## src/rtl/alu_logic_arbiter.sv

```systemverilog
// rtl/alu_logic_arbiter.sv - two-requester round-robin arbiter around a shared 16-bit bitwise logic unit
module alu_logic_arbiter #(
   parameter int size = 16
) (
   input  logic            clk,
   input  logic            rst_n,
   input  logic            req0_valid,
   output logic            req0_ready,
   input  logic [2:0]      req0_op,
   input  logic [size-1:0] req0_a,
   input  logic [size-1:0] req0_b,
   input  logic            req1_valid,
   output logic            req1_ready,
   input  logic [2:0]      req1_op,
   input  logic [size-1:0] req1_a,
   input  logic [size-1:0] req1_b,
   output logic            rsp_valid,
   input  logic            rsp_ready,
   output logic            rsp_id,
   output logic [size-1:0] rsp_data,
   output logic            busy
);

   typedef enum logic [1:0] {
      IDLE = 2'd0,
      EXEC = 2'd1,
      RESP = 2'd2
   } state_t;

   state_t            state;
   logic              pri;
   logic [2:0]        cap_op;
   logic [size-1:0]   cap_a;
   logic [size-1:0]   cap_b;
   logic              cap_id;
   logic              any_valid;
   logic              grant_id;
   logic [size-1:0]   result;

   assign any_valid = req0_valid | req1_valid;
   // pri only breaks ties; a lone requester always wins
   assign grant_id  = (req0_valid & req1_valid) ? pri : req1_valid;

   // Readies are gated by rst_n so nothing is accepted while reset is held
   assign req0_ready = rst_n & (state == IDLE) & any_valid & ~grant_id;
   assign req1_ready = rst_n & (state == IDLE) & any_valid &  grant_id;
   assign busy       = (state != IDLE);

   always_comb begin
      result = '0;
      case (cap_op)
         3'b000:  result = cap_a & cap_b;
         3'b001:  result = cap_a | cap_b;
         3'b010:  result = cap_a ^ cap_b;
         3'b011:  result = ~(cap_a & cap_b);
         3'b100:  result = ~(cap_a | cap_b);
         3'b101:  result = ~(cap_a ^ cap_b);
         3'b110:  result = ~cap_a;
         default: result = cap_a;
      endcase
   end

   always_ff @(posedge clk) begin
      if (!rst_n) begin
         state     <= IDLE;
         pri       <= 1'b0;
         cap_op    <= '0;
         cap_a     <= '0;
         cap_b     <= '0;
         cap_id    <= 1'b0;
         rsp_valid <= 1'b0;
         rsp_id    <= 1'b0;
         rsp_data  <= '0;
      end else begin
         case (state)
            IDLE: begin
               if (any_valid) begin
                  cap_op <= grant_id ? req1_op : req0_op;
                  cap_a  <= grant_id ? req1_a  : req0_a;
                  cap_b  <= grant_id ? req1_b  : req0_b;
                  cap_id <= grant_id;
                  state  <= EXEC;
               end
            end
            EXEC: begin
               rsp_data  <= result;
               rsp_id    <= cap_id;
               rsp_valid <= 1'b1;
               state     <= RESP;
            end
            RESP: begin
               if (rsp_ready) begin
                  rsp_valid <= 1'b0;
                  pri       <= ~rsp_id;
                  state     <= IDLE;
               end
            end
            default: state <= IDLE;
         endcase
      end
   end

endmodule

```

## config.mk

```make
export PLATFORM = sky130hd
export DESIGN_NAME = alu_logic_arbiter
export DESIGN_NICKNAME = d
export VERILOG_FILES = /design/src/rtl/alu_logic_arbiter.sv
export SDC_FILE = /design/constraint.sdc
export NUM_CORES = 1
export LEC_CHECK = 0
export CAP_MARGIN = 20
export CORE_ASPECT_RATIO = 1.4
export CORE_UTILIZATION = 46
export CTS_BUF_LIST = sky130_fd_sc_hd__clkbuf_4 sky130_fd_sc_hd__clkbuf_8
export DETAILED_ROUTE_END_ITERATION = 10
export PLACE_DENSITY = 0.8
export SETUP_SLACK_MARGIN = 0.02
export SYNTH_ARGS = -nofsm -noshare
export SYNTH_HDL_FRONTEND = slang
export SYNTH_SLANG_ARGS = --single-unit
```

## constraint.sdc

```tcl
create_clock -name clk -period 2.05 [get_ports clk]
set_clock_uncertainty 0.05 [all_clocks]
set_input_delay 0.615 -clock clk [delete_from_list [all_inputs] [get_ports clk]]
set_output_delay 0.615 -clock clk [all_outputs]
set_load 0.05 [all_outputs]
```

==> flow_summary.toml, run 1 <==
[status]
status = "complete, but fails checks"
violations = "negative setup slack"

[grt]
grt_pass1_vias = 3520
grt.overflow.total = 0
grt_max_degree = 69
grt_usage_pct = 24.2
antenna_found_initial = 0
grt_pass1_wl_microns = 16100

[finish]
area_growth_pct = 36.0
fillerInstances = 694
utilization_pct = 64.9
drive_gt1_share_pct = 19.5
stdcell_count = 643
nets = 645
diodes = 0

[logic_synthesis]
netlist_top_cells_area = "dfxtp_1, ha_1, a21o_1, mux2i_1, nand2_1"
syn_area_per_cell_sq_um = 8.57
syn-num-nets = 541
synth_edf_count = 0
synth_cell_type_count = 38
synth.top_cell.area_share_pct = 30.7
synth_commonest_cells = "dfxtp_1, nand2_1, a21o_1"
ys_async_sr_fraction_pct = 0
yosysMostFrequentCell = "dfxtp_1"
yosysWarnings = 0
netlist_instances = 434
syn_area_sq_mm = 0.00372
synth_flop_cell = "dfxtp_1"
yosys.area.top_type = "dfxtp_1"
synth_seq_area_share_pct = 30.7
synth_seq_cells = 57

[sta]
tns_ns = -0.283
relSlewSlack_pct = 54.4
slew_violations = 0
finalWorstPathRequiredPeriod_ns = 2.22
tightestPinTransition_ns = 0.685
post-route-period-util_pct = 108
hold_viol_final = 0
grt_setup_unrepaired = "yes"
setup_viol = 2
max_freq_mhz = 451
hold_ws_ns = 0.409
setup_ws_ns = -0.165

[place]
gp_congestion = 0.799
dp_cells = 621
dp_hpwl_microns = 7030
placement.io_buffers = 95

[power_and_ir_drop]
power_uw = 3390
leakagePower_uw = 0.00232
power.density_mw_per_mm2 = 670
ir_drop_mv = 0.494

[floorplanning]
io_pins = 96
start_util_pct = 47.7
dieArea_sq_mm = 0.00846
rows = 38
dieHeight_microns = 108
core_sq_mm = 0.00780
die_width_microns = 78.0

[critical_path]
cp_max_fo = 3
startpoint_type = "flip-flop"
required_ns = 1.38
crit_type = "flip-flop to output port"
worstPathArrival_ns = 1.55
endpoint_kind = "output port"

[cts]
cts_root_buf = "clkbuf_8"
cts.clk_slew.worst_paths_ns = 0.06
clockBufferDepth = 2
clkLatencyLatePin_ns = 0.34
cts_tree = "yes"
clock_sinks = 57
cts_made_buffers = 9
htree_levels = 3

[detailed_routing]
drt_first_pass_iters = 4
post-route-drc-count = 0
drt_iter0_markers = 182
ant_nets = 0
wl_per_cell_microns = 15.3
vias = 3523
totalWireLength_microns = 9860
via_per_inst = 5.48

[run]
max_cap_violations = 0

[worst_hold_path]
hold_path.class = "flip-flop to flip-flop"
[repair_timing]
item	4_1_cts	5_1_grt
gates resized for setup	12	5
gates cloned	0	0
hold buffers	0	0
endpoints found under the setup margin	29	2
buffers inserted	4	2
pin swaps	3	2
[layout by cell type (no fill, tap or decap), drive strengths merged, types with 3 or more instances in the layout]
cell,instances
clkinv,3
a21o,39
nor2,24
mux2i,27
o221ai,13
a2111oi,4
nand3b,11
clkdlybuf4s50,71
dfxtp,57
nor3b,3
nand2,46
a21oi,7
nand2b,4
or2,13
buf,52
ha,32
o21ai,13
o31ai,12
nor2b,5
clkbuf,14
a31oi,12
a211oi,4
a22o,30
inv,36
[path summary, 6_finish.rpt]
kind,from,endpoint,slack (ns),depth (start not counted)
setup / recovery,state[1]$_SDFFE_PN0P_,req0_ready,-0.17,4
hold reg to reg,rsp_data[4]$_SDFFE_PN0P_,rsp_data[4]$_SDFFE_PN0P_,0.41,2
setup reg to reg,state[1]$_SDFFE_PN0P_,cap_a[14]$_SDFFE_PN0P_,0.23,7
hold / removal,rsp_data[4]$_SDFFE_PN0P_,rsp_data[4]$_SDFFE_PN0P_,0.41,2
[area by class of cell]
type,instances,area (sq um),share of cell area [%]
clock buffers,13,166,3.29
clock inverters,3,15.0,0.297
inverters,36,135,2.67
multi-input cells,309,2310,45.6
flip-flops and latches,57,1140,22.6
well taps,100,125,2.47
repair buffers,125,1170,23.1
[metrics by stage]
stage | worst slack, ns | area, sq um
finish | -0.165 | 5060
global route | -0.232 | 5060
CTS | -0.136 | 5050
detailed placement | -0.530 | 4830
global placement | -0.482 | 4830
floorplan | -0.0874 | 3730
[logic make-up after synthesis]
| family | after synthesis | synth area share, % |
|---|---|---|
| AOI/OAI and AO/OA | 139 | 28.9 |
| adders and majority gates | 32 | 10.8 |
| buffers and inverters | 68 | 7.83 |
| DFF | 57 | 30.7 |
| muxes | 28 | 7.57 |
| and+or+nand+nor | 110 | 14.3 |
[state kept, by name, indices dropped and copies added (netlist names)]
signal     cells
rsp_data      16
rsp_id         1
cap_a         16
cap_id         1
pri            1
rsp_valid      1
cap_b         16
cap_op         3
state          2
[critical path: stages (launching register included)]
cell and delay [ns]:
dfxtp_2 0.33, or2_4 0.26, a2111oi_4 0.28, buf_4 0.20, buf_12 0.14
[routing by layer]
metal  up-vias  track usage (%)  wire [microns]
met5         -                0               0
met4         0             12.7             170
met3        13             3.97             515
met2       104             43.1            5240
met1      1639             27.7            3940
li1       1767                -               -
[where the power goes]
| group | switching, uW | leakage (uW) | total, uW | internal, uW |
|---|---|---|---|---|
| Combinational | 566 | 0.00175 | 1110 | 545 |
| Sequential | 103 | 0.000469 | 1320 | 1210 |
| Clock | 437 | 0.000100 | 962 | 525 |
| Total | 1110 | 0.00232 | 3390 | 2280 |
Note: power is estimated with default switching activity, not from simulation.
==> run 2, diff against run 1 <==
--- a/config.mk
+++ b/config.mk
@@ -7,10 +7,10 @@
 export LEC_CHECK = 0
 export CAP_MARGIN = 20
 export CORE_ASPECT_RATIO = 1.4
-export CORE_UTILIZATION = 46
+export CORE_UTILIZATION = 51
 export CTS_BUF_LIST = sky130_fd_sc_hd__clkbuf_4 sky130_fd_sc_hd__clkbuf_8
 export DETAILED_ROUTE_END_ITERATION = 10
-export PLACE_DENSITY = 0.8
+export PLACE_DENSITY = 0.84
 export SETUP_SLACK_MARGIN = 0.02
 export SYNTH_ARGS = -nofsm -noshare
 export SYNTH_HDL_FRONTEND = slang
==> constraint.sdc (replaced) <==
create_clock -name clk -period 2.44 [get_ports clk]
set_clock_uncertainty 0.05 [all_clocks]
set_input_delay 0.732 -clock clk [delete_from_list [all_inputs] [get_ports clk]]
set_output_delay 0.732 -clock clk [all_outputs]
set_load 0.05 [all_outputs]
==> flow_summary.toml, run 2 (synthesis gave the netlist of run 1 again) <==
[cts]
clkLatencyLatePin_ns = 0.35
clockBufferDepth = 2
cts_tree = "yes"
cts_root_buf = "clkbuf_8"
htree_levels = 3
holdBufCountCts = 0
clock_sinks = 57
cts.clk_slew.worst_paths_ns = 0.06
cts_made_buffers = 9

[status]
status = "finished, final reports clean"

[detailed_routing]
via_per_inst = 5.67
totalWireLength_microns = 9790
top_layer = "met4"
ant_nets = 0
routed-wl-met2_microns = 5140
post-route-drc-count = 0
dr_wl_met3_microns = 541
drt_first_pass_iters = 4
wl_per_cell_microns = 15.6
vias = 3561
drt_iter0_markers = 249
wl_met1_microns = 3920

[sta]
grt_setup_unrepaired = "yes"
slew_violations = 0
hold_viol_final = 0
post-route-period-util_pct = 98.5
hold_ws_ns = 0.401
relSlewSlack_pct = 38.0
finalWorstPathRequiredPeriod_ns = 2.40
max_freq_mhz = 416
setup_ws_ns = 0.0360
setup_viol = 0
tightestPinTransition_ns = 0.928

[critical_path]
ff2ff_path_depth = 4
worstPathArrival_ns = 1.62
required_ns = 1.66
endpoint_kind = "output port"
cp_max_fo = 6
startpoint_type = "flip-flop"
crit_type = "flip-flop to output port"

[power_and_ir_drop]
switchingPower_uw = 922
ir_drop_mv = 0.373
p_int_uw = 1940
comb_power_share_pct = 31.2
power_frac_clock_pct = 29.9
swShare_pct = 32.2
leakagePower_uw = 0.00224
seqPwrFrac_pct = 38.9
power_uw = 2870
power.density_mw_per_mm2 = 571

[finish]
ff_latch_area_sq_mm = 0.00114
layout_commonest_cell = "clkdlybuf4s50_1"
fillerInstances = 575
utilization_pct = 71.5
top_regs = "cap_a: 16 flops, cap_b: 16 flops, rsp_data: 16 flops"
stdcell_count = 628
diodes = 0
nets = 635
area_growth_pct = 35.0
drive_gt1_share_pct = 14.6
multiInputGateArea_sq_mm = 0.00231
mostFrequentLayoutCells = "clkdlybuf4s50_1, dfxtp_1, nand2_1"

[grt]
grt_pass1_wl_microns = 15600
grt_pass1_vias = 3420
grt.overflow.total = 0
antenna_found_initial = 0
grt_usage_pct = 27.1
grt_max_degree = 37

[floorplanning]
start_util_pct = 53.0
die_width_microns = 74.2
dieArea_sq_mm = 0.00765
io_pins = 96
core_sq_mm = 0.00703
dieHeight_microns = 103
rows = 36

[place]
placement.io_buffers = 95
pre_cts_ws_ns = -0.282
gp_congestion = 0.821
dp_hpwl_microns = 7010
dp_cells = 610

[run]
max_cap_violations = 0

[worst_hold_path]
whs_path_depth = 2
hold_path.class = "flip-flop to flip-flop"
run 2: metrics by stage:
stage / setup TNS, ns / instance area [sq um]
2_1_floorplan: 0 / 3720
3_3_place_gp: -1.47 / 4810
3_5_place_dp: -2.88 / 4810
4_1_cts: 0 / 5020
5_1_grt: -0.00398 / 5020
6_report: 0 / 5020
run 2: cell type report:
| type | instances | share of cell area [%] |
|---|---|---|
| Clock inverter | 2 | 0.199 |
| Multi-Input combinational cell | 309 | 45.9 |
| Inverter | 36 | 2.69 |
| Timing Repair Buffer | 115 | 22.3 |
| Sequential cell | 57 | 22.8 |
| Tap cell | 95 | 2.37 |
| Clock buffer | 14 | 3.71 |
run 2: critical path, stage by stage (launching register included):
cell and delay, ns:
dfxtp_2 0.35, or2_4 0.30, a2111oi_4 0.30, buf_4 0.20, buf_12 0.13
run 2: power by group through the flow:
stage / sequential [uW] / combinational [uW] / clock [uW]
detailed placement: 1130 / 883 / 0
global route: 1130 / 973 / 901
global placement: 1130 / 846 / 0
CTS: 1110 / 892 / 866
floorplan: 1170 / 526 / 0
finish: 1120 / 895 / 856
run 2: repair_timing:
action / in CTS / in global routing
pin swaps: 1 / 2
endpoints found under the setup margin: 2 / 2
resized for setup: 12 / 4
buffers inserted: 2 / 0
run 2: final timing paths:
kind,from,to,slack (ns)
hold / removal,rsp_data[4]$_SDFFE_PN0P_,rsp_data[4]$_SDFFE_PN0P_,0.40
setup reg to reg,cap_op[0]$_SDFFE_PN0P_,rsp_data[1]$_SDFFE_PN0P_,0.48
hold reg to reg,rsp_data[4]$_SDFFE_PN0P_,rsp_data[4]$_SDFFE_PN0P_,0.40
setup / recovery,state[0]$_SDFFE_PN0P_,req0_ready,0.04
run 2: routing by layer:
layer	vias up	track usage, %
li1	1739	-
met1	1686	30.3
met2	121	48.0
met3	15	4.01
met4	0	15.4
met5	-	0
==> run 3, diff against run 2 <==
--- a/config.mk
+++ b/config.mk
@@ -10,6 +10,8 @@
 export CORE_UTILIZATION = 51
 export CTS_BUF_LIST = sky130_fd_sc_hd__clkbuf_4 sky130_fd_sc_hd__clkbuf_8
 export DETAILED_ROUTE_END_ITERATION = 10
+export HOLD_SLACK_MARGIN = 0.06
+export MAX_ROUTING_LAYER = met4
 export PLACE_DENSITY = 0.84
 export SETUP_SLACK_MARGIN = 0.02
 export SYNTH_ARGS = -nofsm -noshare
==> flow_summary.toml, run 3 (synthesis gave the netlist of run 1 again) <==
[finish]
top_regs = "cap_a: 16 flops, cap_b: 16 flops, rsp_data: 16 flops"
drive_gt1_share_pct = 14.3
ff_latch_area_sq_mm = 0.00114
diodes = 0
fillerInstances = 570
multiInputGateArea_sq_mm = 0.00230
nets = 633
stdcell_count = 626
layout_commonest_cell = "clkdlybuf4s50_1"
design_area_sq_mm = 0.00499
mostFrequentLayoutCells = "clkdlybuf4s50_1, dfxtp_1, nand2_1"
area_growth_pct = 34.1

[grt]
grt_pass1_wl_microns = 16000
grt_usage_pct = 28.3
antenna_found_initial = 0
grt_pass1_vias = 3464
grt.overflow.total = 0
grt_max_degree = 37

[critical_path]
required_ns = 1.66
startpoint_type = "input pin"
cp_max_fo = 3
r2r_slack_ns = 0.43
r2r-start = "cap_op[0]$_SDFFE_PN0P_"
reg2reg_to = "rsp_data[5]$_SDFFE_PN0P_"
ff2ff_path_depth = 4
crit_type = "input pin to output port"
endpoint_kind = "output port"
worstPathArrival_ns = 1.59

[power_and_ir_drop]
power.density_mw_per_mm2 = 565
ir_drop_mv = 0.410
leakagePower_uw = 0.00221

[sta]
hold_ws_ns = 0.400
max_freq_mhz = 422
slew_violations = 0
setup_viol = 0
grt_setup_unrepaired = "no"
relSlewSlack_pct = 35.3
post-route-period-util_pct = 97.0
finalWorstPathRequiredPeriod_ns = 2.37
hold_viol_final = 0
tightestPinTransition_ns = 0.968

[cts]
clockBufferDepth = 2
clock_sinks = 57
cts_made_buffers = 9
holdBufCountCts = 0
clkLatencyLatePin_ns = 0.34
cts.clk_slew.worst_paths_ns = 0.06
cts_setup_buffers = 0
cts_root_buf = "clkbuf_8"
cts_tree = "yes"
htree_levels = 3

[floorplanning]
die_width_microns = 74.2
start_util_pct = 53.0
dieArea_sq_mm = 0.00765
rows = 36
core_sq_mm = 0.00703
io_pins = 96
dieHeight_microns = 103

[detailed_routing]
via_per_inst = 5.79
vias = 3622
ant_nets = 0
drt_iter0_markers = 349
wl_per_cell_microns = 15.8
post-route-drc-count = 0
totalWireLength_microns = 9910
drt_first_pass_iters = 7

[worst_hold_path]
hold_path.class = "flip-flop to flip-flop"
min_to = "rsp_data[3]$_SDFFE_PN0P_"
min_from = "rsp_data[3]$_SDFFE_PN0P_"
whs_path_depth = 2

[place]
gp_congestion = 0.830
dp_cells = 610
dp_hpwl_microns = 7040
dpl-instance-area_sq_mm = 0.00481
placement.io_buffers = 95

[status]
status = "finished, final reports clean"

[run]
max_cap_violations = 0
-- run 3: final cells by class --
| type | count | area share (%) |
|---|---|---|
| multi-input cells | 309 | 46.1 |
| flip-flops and latches | 57 | 22.9 |
| repair buffers | 113 | 22.3 |
| clock buffers | 11 | 3.03 |
| inverters | 36 | 2.71 |
| well taps | 95 | 2.38 |
| clock inverters | 5 | 0.602 |
-- run 3: timing repair --
| item | CTS | global route |
|---|---|---|
| endpoints found under the hold margin | 0 | 0 |
| gates resized for setup | 9 | 4 |
| gates cloned | 0 | 0 |
| endpoints found under the setup margin | 2 | 2 |
| pin swaps | 2 | 1 |
-- run 3: worst max path at each step --
stage,startpoint,end,slack (ns),cells after the start
after floorplan,req0_valid,req1_ready,0.02,5
after global placement,req0_valid,req0_ready,-0.26,5
after detailed placement,req0_valid,req0_ready,-0.28,5
after CTS,state[0]$_SDFFE_PN0P_,req0_ready,0.01,4
after global routing,state[1]$_SDFFE_PN0P_,req0_ready,0.03,4
final,req1_valid,req0_ready,0.07,4
-- run 3: layer usage --
metal / track usage [%] / vias to the layer above / share of wire [%]
met1: 32.5 / 1722 / 41
met2: 48.2 / 141 / 52
met5: - / - / 0
met3: 5.47 / 19 / 5.2
met4: 10.5 / 0 / 1.9
li1: - / 1740 / -
-- run 3: worst max-delay path: stages --
cell             delay, ns
clkdlybuf4s15_2       0.23
a2111oi_4             0.30
buf_4                 0.19
buf_12                0.13
-- run 3: where the power goes --
group | switching [uW] | internal (uW) | leakage (uW)
combinational | 445 | 435 | 0.00165
clock | 394 | 418 | 0.0000911
sequential | 109 | 1020 | 0.000469
-- run 3: stage by stage --
step                      utilization [%]  setup WS (ns)  TNS (ns)  total power [uW]
final                                71.0         0.0727         0              2820
after global routing                 71.0         0.0318         0              2970
after CTS                            71.0         0.0113         0              2820
after detailed placement             68.4         -0.283     -2.70              2010
after global placement               68.4         -0.257     -1.49              1980
after floorplan                         -         0.0221         0              1700
